## src/rtl/wb_retire_buffer.sv

```systemverilog
// rtl/wb_retire_buffer.sv - writeback retire buffer draining results into the register-file write port
// Optional macro WB_RETIRE_FWD_EN compiles operand forwarding from buffered entries.
module wb_retire_buffer #(
  parameter int DEPTH = 2
) (
  input  logic        clk,
  input  logic        rst_n,
  input  logic        wb_valid,
  output logic        wb_ready,
  input  logic        wb_reg_write,
  input  logic [4:0]  wb_rd,
  input  logic [1:0]  wb_sel,
  input  logic [31:0] wb_alu_result,
  input  logic [31:0] wb_pc_plus4,
  input  logic [31:0] wb_load_data,
  input  logic [1:0]  wb_load_size,
  input  logic        wb_load_unsigned,
  input  logic [1:0]  wb_addr_low,
  input  logic        rf_grant,
  output logic        reg_write_en,
  output logic [4:0]  reg_write_dest,
  output logic [31:0] reg_write_data,
  input  logic [4:0]  fwd_addr_1,
  input  logic [4:0]  fwd_addr_2,
  output logic        fwd_hit_1,
  output logic        fwd_hit_2,
  output logic [31:0] fwd_data_1,
  output logic [31:0] fwd_data_2,
  output logic [63:0] instret
);

  localparam int PW = (DEPTH > 1) ? $clog2(DEPTH) : 1;
  localparam int CW = PW + 1;

  logic [4:0]    r_dest [DEPTH];
  logic [31:0]   r_data [DEPTH];
  logic [PW-1:0] r_wptr;
  logic [PW-1:0] r_rptr;
  logic [CW-1:0] r_count;
  logic [63:0]   r_instret;

  logic          w_accept;
  logic          w_push;
  logic          w_pop;
  logic          w_empty;
  logic [7:0]    w_byte;
  logic [15:0]   w_half;
  logic [31:0]   w_load;
  logic [31:0]   w_wdata;

  assign w_empty  = (r_count == '0);
  assign wb_ready = (r_count < CW'(DEPTH));
  assign w_accept = wb_valid & wb_ready;
  assign w_push   = w_accept & wb_reg_write & (wb_rd != 5'd0);
  assign w_pop    = reg_write_en;
  assign instret  = r_instret;

  // Load alignment: halfword selection only looks at the upper address bit.
  always_comb begin
    w_byte = wb_load_data[{wb_addr_low, 3'b000} +: 8];
    w_half = wb_addr_low[1] ? wb_load_data[31:16] : wb_load_data[15:0];
    case (wb_load_size)
      2'b00:   w_load = wb_load_unsigned ? {24'd0, w_byte} : {{24{w_byte[7]}}, w_byte};
      2'b01:   w_load = wb_load_unsigned ? {16'd0, w_half} : {{16{w_half[15]}}, w_half};
      default: w_load = wb_load_data;
    endcase
    case (wb_sel)
      2'b01:   w_wdata = w_load;
      2'b10:   w_wdata = wb_pc_plus4;
      default: w_wdata = wb_alu_result;
    endcase
  end

  assign reg_write_en   = ~w_empty & rf_grant;
  assign reg_write_dest = w_empty ? 5'd0  : r_dest[r_rptr];
  assign reg_write_data = w_empty ? 32'd0 : r_data[r_rptr];

  always_ff @(posedge clk or negedge rst_n) begin
    if (!rst_n) begin
      r_wptr    <= '0;
      r_rptr    <= '0;
      r_count   <= '0;
      r_instret <= 64'd0;
    end else begin
      if (w_accept) r_instret <= r_instret + 64'd1;
      if (w_push)   r_wptr    <= r_wptr + PW'(1);
      if (w_pop)    r_rptr    <= r_rptr + PW'(1);
      case ({w_push, w_pop})
        2'b10:   r_count <= r_count + CW'(1);
        2'b01:   r_count <= r_count - CW'(1);
        default: r_count <= r_count;
      endcase
    end
  end

  // Payload storage needs no reset: validity is carried entirely by r_count.
  always_ff @(posedge clk) begin
    if (w_push) begin
      r_dest[r_wptr] <= wb_rd;
      r_data[r_wptr] <= w_wdata;
    end
  end

`ifdef WB_RETIRE_FWD_EN
  logic [PW-1:0] w_idx;

  // Walk oldest to youngest so the youngest match is the one left standing.
  always_comb begin
    fwd_hit_1  = 1'b0;
    fwd_hit_2  = 1'b0;
    fwd_data_1 = 32'd0;
    fwd_data_2 = 32'd0;
    w_idx      = r_rptr;
    for (int i = 0; i < DEPTH; i++) begin
      w_idx = r_rptr + PW'(i);
      if (CW'(i) < r_count) begin
        if ((fwd_addr_1 != 5'd0) && (r_dest[w_idx] == fwd_addr_1)) begin
          fwd_hit_1  = 1'b1;
          fwd_data_1 = r_data[w_idx];
        end
        if ((fwd_addr_2 != 5'd0) && (r_dest[w_idx] == fwd_addr_2)) begin
          fwd_hit_2  = 1'b1;
          fwd_data_2 = r_data[w_idx];
        end
      end
    end
  end
`else
  logic w_fwd_unused;
  assign w_fwd_unused = ^{fwd_addr_1, fwd_addr_2};
  assign fwd_hit_1    = 1'b0;
  assign fwd_hit_2    = 1'b0;
  assign fwd_data_1   = 32'd0;
  assign fwd_data_2   = 32'd0;
`endif

endmodule

```

## config.mk

```make
export PLATFORM = sky130hd
export DESIGN_NAME = wb_retire_buffer
export DESIGN_NICKNAME = d
export VERILOG_FILES = /design/src/rtl/wb_retire_buffer.sv
export SDC_FILE = /design/constraint.sdc
export NUM_CORES = 1
export LEC_CHECK = 0
export BUFFER_PORTS_ARGS = -buffer_cell sky130_fd_sc_hd__buf_2
export CAP_MARGIN = 0
export CORE_MARGIN = 10
export CORE_UTILIZATION = 49
export CTS_CLUSTER_SIZE = 14
export DETAILED_ROUTE_END_ITERATION = 12
export PLACE_DENSITY_LB_ADDON = 0.15
export SYNTH_ARGS = -nofsm -noshare
export SYNTH_HDL_FRONTEND = slang
export SYNTH_SLANG_ARGS = --single-unit
```

## constraint.sdc

```tcl
create_clock -name clk -period 3.81 [get_ports clk]
set_input_delay 0.1905 -clock clk [delete_from_list [all_inputs] [get_ports clk]]
set_output_delay 0.1905 -clock clk [all_outputs]
set_load 0.01 [all_outputs]
```

* Yosys cells after proc, flatten, opt, wreduce, memory -nomap -nowiden
Memories as Yosys holds them, arrays and structs flattened.
Index checks and enable logic that the tools add are counted.
** Cells by class
- $add $sub $neg :: 5
- Magnitude comparators :: 1
- Eq/ne operators :: 5
- Shift operators :: 1
- Multiplexer cells :: 10
- Bitwise gates (word level) :: 5
- Reductions and logical operators :: 4
** Operator list (count)
- $pmux 32 s2 :: 2
- $mux 32 :: 3
- $add 64x1->64 const B :: 1
- $shiftx 32x6->8 :: 1
- $mux 16 :: 1
- $eq 2x1->1 const B :: 3
- $mux 5 :: 1
- $reduce_bool 5->1 :: 1
- $and 1x1->1 :: 4
- $eq 2x2->1 const B :: 2
- $logic_not 2->1 :: 2
- $pmux 2 s2 :: 1
- $add 1x1->1 const B :: 2
- $add 2x1->2 const B :: 1
- $lt 2x2->1 const B :: 1
- $mux 1 :: 2
- $reduce_bool 2->1 :: 1
- $sub 2x1->2 const B :: 1
- $not 1->1 :: 1
** Storage, ports and cells
- Flip-flop bits (word level) :: 68
- Memory bits (writable) :: 74
- Input port bits :: 123
- Output and inout port bits :: 169
- Word-level logic and storage cells :: 37
- Memories :: 2
** Memory list
- r_data :: words 2, bits a word 32, read ports 1, clocked after Yosys merged registers in 0, write ports 1, RTL line 36 : logic [31:0] r_data [DEPTH];
- r_dest :: words 2, bits a word 5, read ports 1, clocked after Yosys merged registers in 0, write ports 1, RTL line 35 : logic [4:0] r_dest [DEPTH];

* Logic depth before layout (Yosys ltp)
Gate-level depths: netlist of the first run.
- Depth after elaboration :: 6
- Mapped depth :: 8
- Mapped depth without buffers :: 6

* Worst setup path before layout of the first run
Ideal clock, no wire load.
- Kind :: reg2reg
- Start point :: reg r_count[1]
- End point :: mem r_data[0][0] (enable)
- Setup time :: 0.431 ns
- Arrival time :: 2.495 ns
- Required time :: 3.379 ns
- Path slack :: 0.884 ns
- Stages on the path, launching flop included :: 4
- Path buffers :: 0
- Clock period less this slack :: 2.926 ns
- Cell sequence :: dfrtp_1 > nor2b_1 > o211ai_1 > nor2_1
** Between the ends
- Longest elaborated chain between the ends :: 6
** Ends and longest elaborated chain
- start, declared :: RTL line 39 : logic [CW-1:0] r_count;
- start signal, assigned :: RTL line 89 : 2'b10: r_count <= r_count + CW'(1);
- start signal, assigned :: RTL line 90 : 2'b01: r_count <= r_count - CW'(1);
- start signal, assigned :: RTL line 91 : default: r_count <= r_count;
- $lt 2x2->1 :: RTL line 52 : assign wb_ready = (r_count < CW'(DEPTH));
- $and 1x1->1 :: RTL line 53 : assign w_accept = wb_valid & wb_ready;
- $and 1x1->1 (2 in a row) :: RTL line 54 : assign w_push = w_accept & wb_reg_write & (wb_rd != 5'd0);
- $mux 1 :: RTL line 98 : if (w_push) begin
- $mux 1 (not written as such) :: RTL line 100 : r_data[r_wptr] <= w_wdata;
- end, declared :: RTL line 36
No other way between the ends.

* Worst setup path after layout of the first run
- Start point :: reg r_instret[0], in the netlist instret[0]
- End point :: reg r_instret[60], in the netlist instret[60]
** Between the ends
- Longest elaborated chain between the ends :: 1
** Ends and longest elaborated chain
- start, declared :: RTL line 40 : logic [63:0] r_instret;
- start signal, assigned :: RTL line 85 : if (w_accept) r_instret <= r_instret + 64'd1;
- $add 64x1->64 :: RTL line 85
No other way between the ends.
A chain may end at the register's enable or synchronous reset.

==> results.toml, run 1 <==
[run_status]
status = "completed"

[layout]
synthToLayoutAreaGrowth_pct = 22.5
antenna_cells = 0
stdcell_count = 1158
drive_gt1_share_pct = 29.1
fin_nets = 1061
postLayoutCoreUtil_pct = 61.9

[clocking]
clk_latency_ns = 0.41
clkTransAtPathRegs_ns = 0.06
cts_tree = "done"
cts_made_buffers = 17
clk_path_buf_depth = 2
cts.htree.levels = 4
clock_sinks = 142
clockRootBuffer = "clkbuf_16"

[power]
p_leak_uw = 0.00449
peakVddDrop_uv = 350
powerDensity_nw_per_um2 = 523

[setup_path]
path_class = "reg2reg"
end_kind = "flip-flop"
critPathMaxStageDelay_ns = 0.64
crit_chain = "ha_1 > inv_1 > nor4_4 > nand3_4 > nor4_2 > xor2_1"
r2r-start = "instret[0]$_DFFE_PN0N_"
crit_required_ns = 4.15
crit_path_start_kind = "flip-flop"
worst-endpoint-arrival_ns = 2.69
crit_slowest_cell = "nor4_4"
critPathMaxFanout = 10
crit_start = "instret[0]$_DFFE_PN0N_"

[sta]
slew_viol_final = 0
fin_crit_sh_pct = 61.6
slew_headroom_pct = 17.3
finalSetupViolations = 0
fmax_mhz = 426
tns_ns = 0
worst_slew_pin_slew_ns = 1.23
rsz0062_at_grt = "no"
hold_violations = 0
hold_slack_ns = 0.0970
period_minus_slack_ns = 2.35
fin_skew_ns = 0.00599

[synthesis]
yosysTopAreaCellShare_pct = 28.7
async_flop_share_pct = 47.9
synth.distinct_cells = 47
synth-main-ff-cell = "edfxtp_1"
syn-mean-instance-area_um2 = 10.8
yosysSeqAreaShare_pct = 50.7
syn-instance-count = 717
synth_edf_count = 74
ys_seq_elements = 142
yosysWarnings = 0
yosys-top-cells-area = "edfxtp_1, dfrtp_1, buf_4, mux2i_1, xnor2_1"
netlist_area_um2 = 7740
yosys.area.top_type = "edfxtp_1"

[die]
dieArea_um2 = 21200
die_x_um = 146
io_pins = 292
die_y_um = 146
core_area_um2 = 15300
num_rows = 45
start_util_pct = 50.5

[global_routing]
antenna_found_initial = 0
grt_max_degree = 65
grt_pass1_vias = 6134
grtUsageTotal_pct = 19.7
grt_pass1_wl_mm = 33.8
gr-total-overflow = 0

[place]
place.gp.congestion = 0.861
place_inst = 1120
hpwl_mm = 16.5
port_buffers = 215

[route]
first_pass_iters = 5
avgRoutedWirePerCell_um = 18.4
drc_errors = 0
ant_nets = 0
drt_wl_total_mm = 21.3
dr_total_vias = 5945
post_drt_via_cell_ratio = 5.13
drt-initial-drc-count = 306

[hold_path]
hp-start = "wb_alu_result[16]"
hp-class = "in2reg"

[job]
drv_cap = 0
==> layout by cell type (no fill, tap or decap), types with 8 or more instances in the layout <==
cell	instances
nor2b_1	20
nor3b_1	8
nor2_1	78
nor4_1	10
dfrtp_1	67
clkbuf_16	17
inv_1	14
buf_4	8
mux2i_1	45
nand3_1	22
xnor2_1	35
xor2_1	33
a21oi_1	24
nand4_1	16
nor3_1	10
buf_2	215
nand2_1	74
o221ai_1	32
o211ai_1	9
conb_1	66
edfxtp_1	74
==> timing repair <==
action,4_1_cts,5_1_grt
hold buffers,6,0
setup endpoints to repair,0,0
hold endpoints to repair,51,0
gates resized for setup,0,0
buffers inserted,0,0
==> kinds of logic (layout without fill, tap and decap cells) <==
kind of cell | after synthesis | in the layout | synth area share [%]
fa+ha+maj | 4 | 4 | 0.647
mux | 47 | 47 | 6.26
simple gates | 275 | 275 | 19.6
buf+inv | 111 | 276 | 8.63
flops | 142 | 142 | 50.7
compound gates | 69 | 69 | 6.45
other cells | 1 | 66 | 0.0485
xor+xnor | 68 | 68 | 7.70
==> layer usage <==
layer  GRT usage (%)  up-vias  routed length [um]
met1            23.6     2810                8820
li1                -     2866                   -
met5               0        -                   0
met3            7.85       20                1920
met2            32.1      249               10300
met4            5.56        0                 265
==> worst max-delay path: cells and delay by family (launching register included) <==
| family | cells | cell delay (ns) |
|---|---|---|
| AND/OR/NAND/NOR | 3 | 1.28 |
| buffers and inverters | 1 | 0.08 |
| adder cells (fa/ha/maj) | 1 | 0.26 |
| XOR/XNOR | 1 | 0.16 |
| flip-flops | 1 | 0.49 |
==> worst paths after layout <==
| path | endpoint | slack (ns) | depth (start not counted) |
|---|---|---|---|
| worst max-delay path | instret[60]$_DFFE_PN0N_ | 1.46 | 6 |
| worst min-delay path | r_data[0][16]$_DFFE_PP_ | 0.1 | 3 |
| worst max register to register | instret[60]$_DFFE_PN0N_ | 1.46 | 6 |
| worst min register to register | instret[63]$_DFFE_PN0N_ | 0.47 | 1 |
| max in group asynchronous | instret[48]$_DFFE_PN0N_ | 2.43 | 3 |
| min in group asynchronous | instret[10]$_DFFE_PN0N_ | 0.48 | 2 |
==> registers in the layout, indices dropped and copies added, names as in the netlist <==
register / flops
r_rptr: 1
r_data: 64
r_dest: 10
r_wptr: 1
r_count: 2
instret: 64
==> per-stage QoR <==
step	power, uW	area [um2]	setup slack [ns]
6_report	4960	9480	1.46
5_1_grt	5220	9480	1.19
4_1_cts	5010	9480	1.44
3_5_place_dp	3260	8800	1.17
3_3_place_gp	3250	8800	1.17
2_1_floorplan	2740	7980	0.884
==> synth_stat cells (3+ instances only) <==
library cell,n
xor2_1,33
nor4_4,4
ha_1,4
nor3b_1,8
buf_2,3
o211ai_1,9
edfxtp_1,74
nor4_2,3
xnor2_1,35
nand3_1,22
nand2_1,74
mux2i_1,45
nor4_1,10
inv_1,14
nand4_1,16
nor2b_1,20
o221ai_1,32
and3_1,5
buf_4,66
a21oi_1,24
nor2_1,81
dfrtp_1,68
nand4_4,3
nor3_1,10
clkbuf_1,25
==> report_power, final <==
part | internal (uW) | switching, uW
Sequential | 1770 | 165
Combinational | 512 | 763
Clock | 1150 | 596
==> area by class of cell <==
class	instances	area, um2
flip-flops and latches	142	3930
multi-input cells	529	3420
clock buffers	17	425
repair buffers	229	1200
clock inverters	15	200
fillers	1336	5830
well taps	211	264
inverters	15	56.3
No activity file was read; power rests on OpenSTA's default activity.
==> run 2: changes to the inputs <==
--- a/config.mk
+++ b/config.mk
@@ -8,7 +8,7 @@
 export BUFFER_PORTS_ARGS = -buffer_cell sky130_fd_sc_hd__buf_2
 export CAP_MARGIN = 0
 export CORE_MARGIN = 10
-export CORE_UTILIZATION = 49
+export CORE_UTILIZATION = 45
 export CTS_CLUSTER_SIZE = 14
 export DETAILED_ROUTE_END_ITERATION = 12
 export PLACE_DENSITY_LB_ADDON = 0.15
==> constraint.sdc (replaced) <==
create_clock -name clk -period 2 [get_ports clk]
set_input_delay 0.1 -clock clk [delete_from_list [all_inputs] [get_ports clk]]
set_output_delay 0.1 -clock clk [all_outputs]
set_load 0.01 [all_outputs]
==> run 2 against run 1 <==
  * The run now ends with negative setup slack left
  * Via count grew 4.8%
  * Clock skew grew 0.0048 ns
  * Routed wire length grew 4.8%
  * Design area grew 6.4%
  * Combinational power grew 120%
  * Largest power group unchanged
  * Sequential share of layout area shrank 2.5 points
==> results.toml, run 2 (synthesis gave the netlist of run 1 again) <==
[place]
post_dp_cell_area_um2 = 9230
place_inst = 1182
place.gp.congestion = 0.944
port_buffers = 215
hpwl_mm = 17.3

[setup_path]
path_class = "reg2reg"
crit_path_start_kind = "flip-flop"
reg2regPathDepth = 4
worst-endpoint-arrival_ns = 2.05
crit_required_ns = 2.04
critPathMaxFanout = 37
end_kind = "flip-flop"

[clocking]
clk_latency_ns = 0.42
cts_tree = "done"
cts.htree.levels = 4
clkTransAtPathRegs_ns = 0.06
cts_made_buffers = 17
clock_sinks = 142
clockRootBuffer = "clkbuf_16"
clk_path_buf_depth = 2

[die]
die_y_um = 151
core_area_um2 = 16700
dieArea_um2 = 22800
num_rows = 47
start_util_pct = 46.3
die_x_um = 151
io_pins = 292

[sta]
rsz0062_at_grt = "yes"
period_minus_slack_ns = 2.01
finalSetupViolations = 55
setup_slack_ns = -0.0107
hold_violations = 0
slew_viol_final = 0
worst_slew_pin_slew_ns = 1.12
fmax_mhz = 497
fin_skew_ns = 0.0108
fin_crit_sh_pct = 101
slew_headroom_pct = 25.2

[global_routing]
grtUsageTotal_pct = 19.4
grt_max_degree = 39
grt_pass1_wl_mm = 34.3
antenna_found_initial = 0
grt_pass1_vias = 6344
gr-total-overflow = 0

[route]
drc_errors = 0
drt_wl_total_mm = 22.3
drt-initial-drc-count = 303
dr_wl_met3_mm = 1.95
wl_met1_mm = 8.98
ant_nets = 0
highest_layer = "met4"
post_drt_via_cell_ratio = 5.05
dr_total_vias = 6231
first_pass_iters = 6
route.met2.wl_mm = 10.9
avgRoutedWirePerCell_um = 18.1

[job]
drv_cap = 0

[power]
p_leak_uw = 0.00485
power_uw = 9480
powerDensity_nw_per_um2 = 939
peakVddDrop_uv = 594

[layout]
fillers = 1424
fin_nets = 1128
synthToLayoutAreaGrowth_pct = 30.4
fin_area_um2 = 10100
antenna_cells = 0
layout_commonest_cell = "buf_2"
drive_gt1_share_pct = 34.2
stdcell_count = 1234
final_cell_mix = "buf_2, nor2_1, edfxtp_1"

[run_status]
violations = "negative setup slack"
status = "complete, but fails checks"

[hold_path]
hp-class = "in2reg"
holdPathStages = 3
run 2: cell count changes in the layout (fill, tap and decap cells not counted), sizes merged:
cell	previous run	this run
buf	223	281
dlygate4sd3	6	14
bufinv	5	3
clkbuf	17	19
clkinv	9	8
clkinvlp	1	2
nand3	24	25
run 2: final cells by class:
cell class | count | area (um2) | area share (%)
Clock buffer | 19 | 433 | 4.29
Clock inverter | 13 | 148 | 1.46
Inverter | 15 | 56.3 | 0.558
Multi-Input combinational cell | 530 | 3510 | 34.8
Sequential cell | 142 | 3930 | 38.9
Tap cell | 220 | 275 | 2.73
Timing Repair Buffer | 295 | 1740 | 17.2
run 2: where the power goes:
group / total (uW) / internal [uW] / leakage (uW) / switching [uW]
Sequential: 3550 / 3390 / 0.00159 / 158
Clock: 3100 / 1940 / 0.000277 / 1160
Combinational: 2830 / 1140 / 0.00299 / 1690
Total: 9480 / 6470 / 0.00485 / 3010
run 2: through the flow:
| stage | hold slack [ns] | setup TNS, ns | setup WS [ns] | utilization [%] |
|---|---|---|---|---|
| after CTS | 0.00150 | -4.51 | -0.0666 | 59.6 |
| after global placement | 0.0109 | -5.47 | -0.0761 | 55.3 |
| after global routing | 0.0259 | -13.33 | -0.187 | 60.4 |
| final | 0.0188 | -0.314 | -0.0107 | 60.4 |
| after floorplan | -0.196 | -25.28 | -0.342 | - |
| after detailed placement | 0.00977 | -7.48 | -0.104 | 55.3 |
run 2: routing by layer:
layer / GRT usage (%) / vias up
met5: 0 / -
met2: 31.7 / 277
met4: 7.46 / 0
met3: 6.44 / 31
li1: - / 2999
met1: 23.2 / 2924
run 2: critical path, stage by stage (launching register included):
cell	delay [ns]
dfrtp_1	0.38
nor2b_2	0.14
o211ai_1	0.09
buf_4	0.17
nor2_4	0.84
run 2: final timing paths:
kind / from / endpoint / slack, ns
max: r_count[1]$_DFFE_PN0P_ / r_data[0][0]$_DFFE_PP_ / -0.01
min reg2reg: instret[59]$_DFFE_PN0N_ / instret[59]$_DFFE_PN0N_ / 0.48
min: wb_alu_result[11] / r_data[1][11]$_DFFE_PP_ / 0.02
min in group asynchronous: rst_n / r_wptr$_DFFE_PN0P_ / 0.11
max reg2reg: r_count[1]$_DFFE_PN0P_ / r_data[0][0]$_DFFE_PP_ / -0.01
max in group asynchronous: rst_n / instret[48]$_DFFE_PN0N_ / 1.26
run 2: repair_timing:
item | CTS | global route
gates cloned | 0 | 1
pin swaps | 2 | 6
endpoints found under the setup margin | 78 | 95
hold endpoints to repair | 94 | 0
setup buffers | 1 | 4
gates resized for setup | 1 | 16
hold buffers | 14 | 0
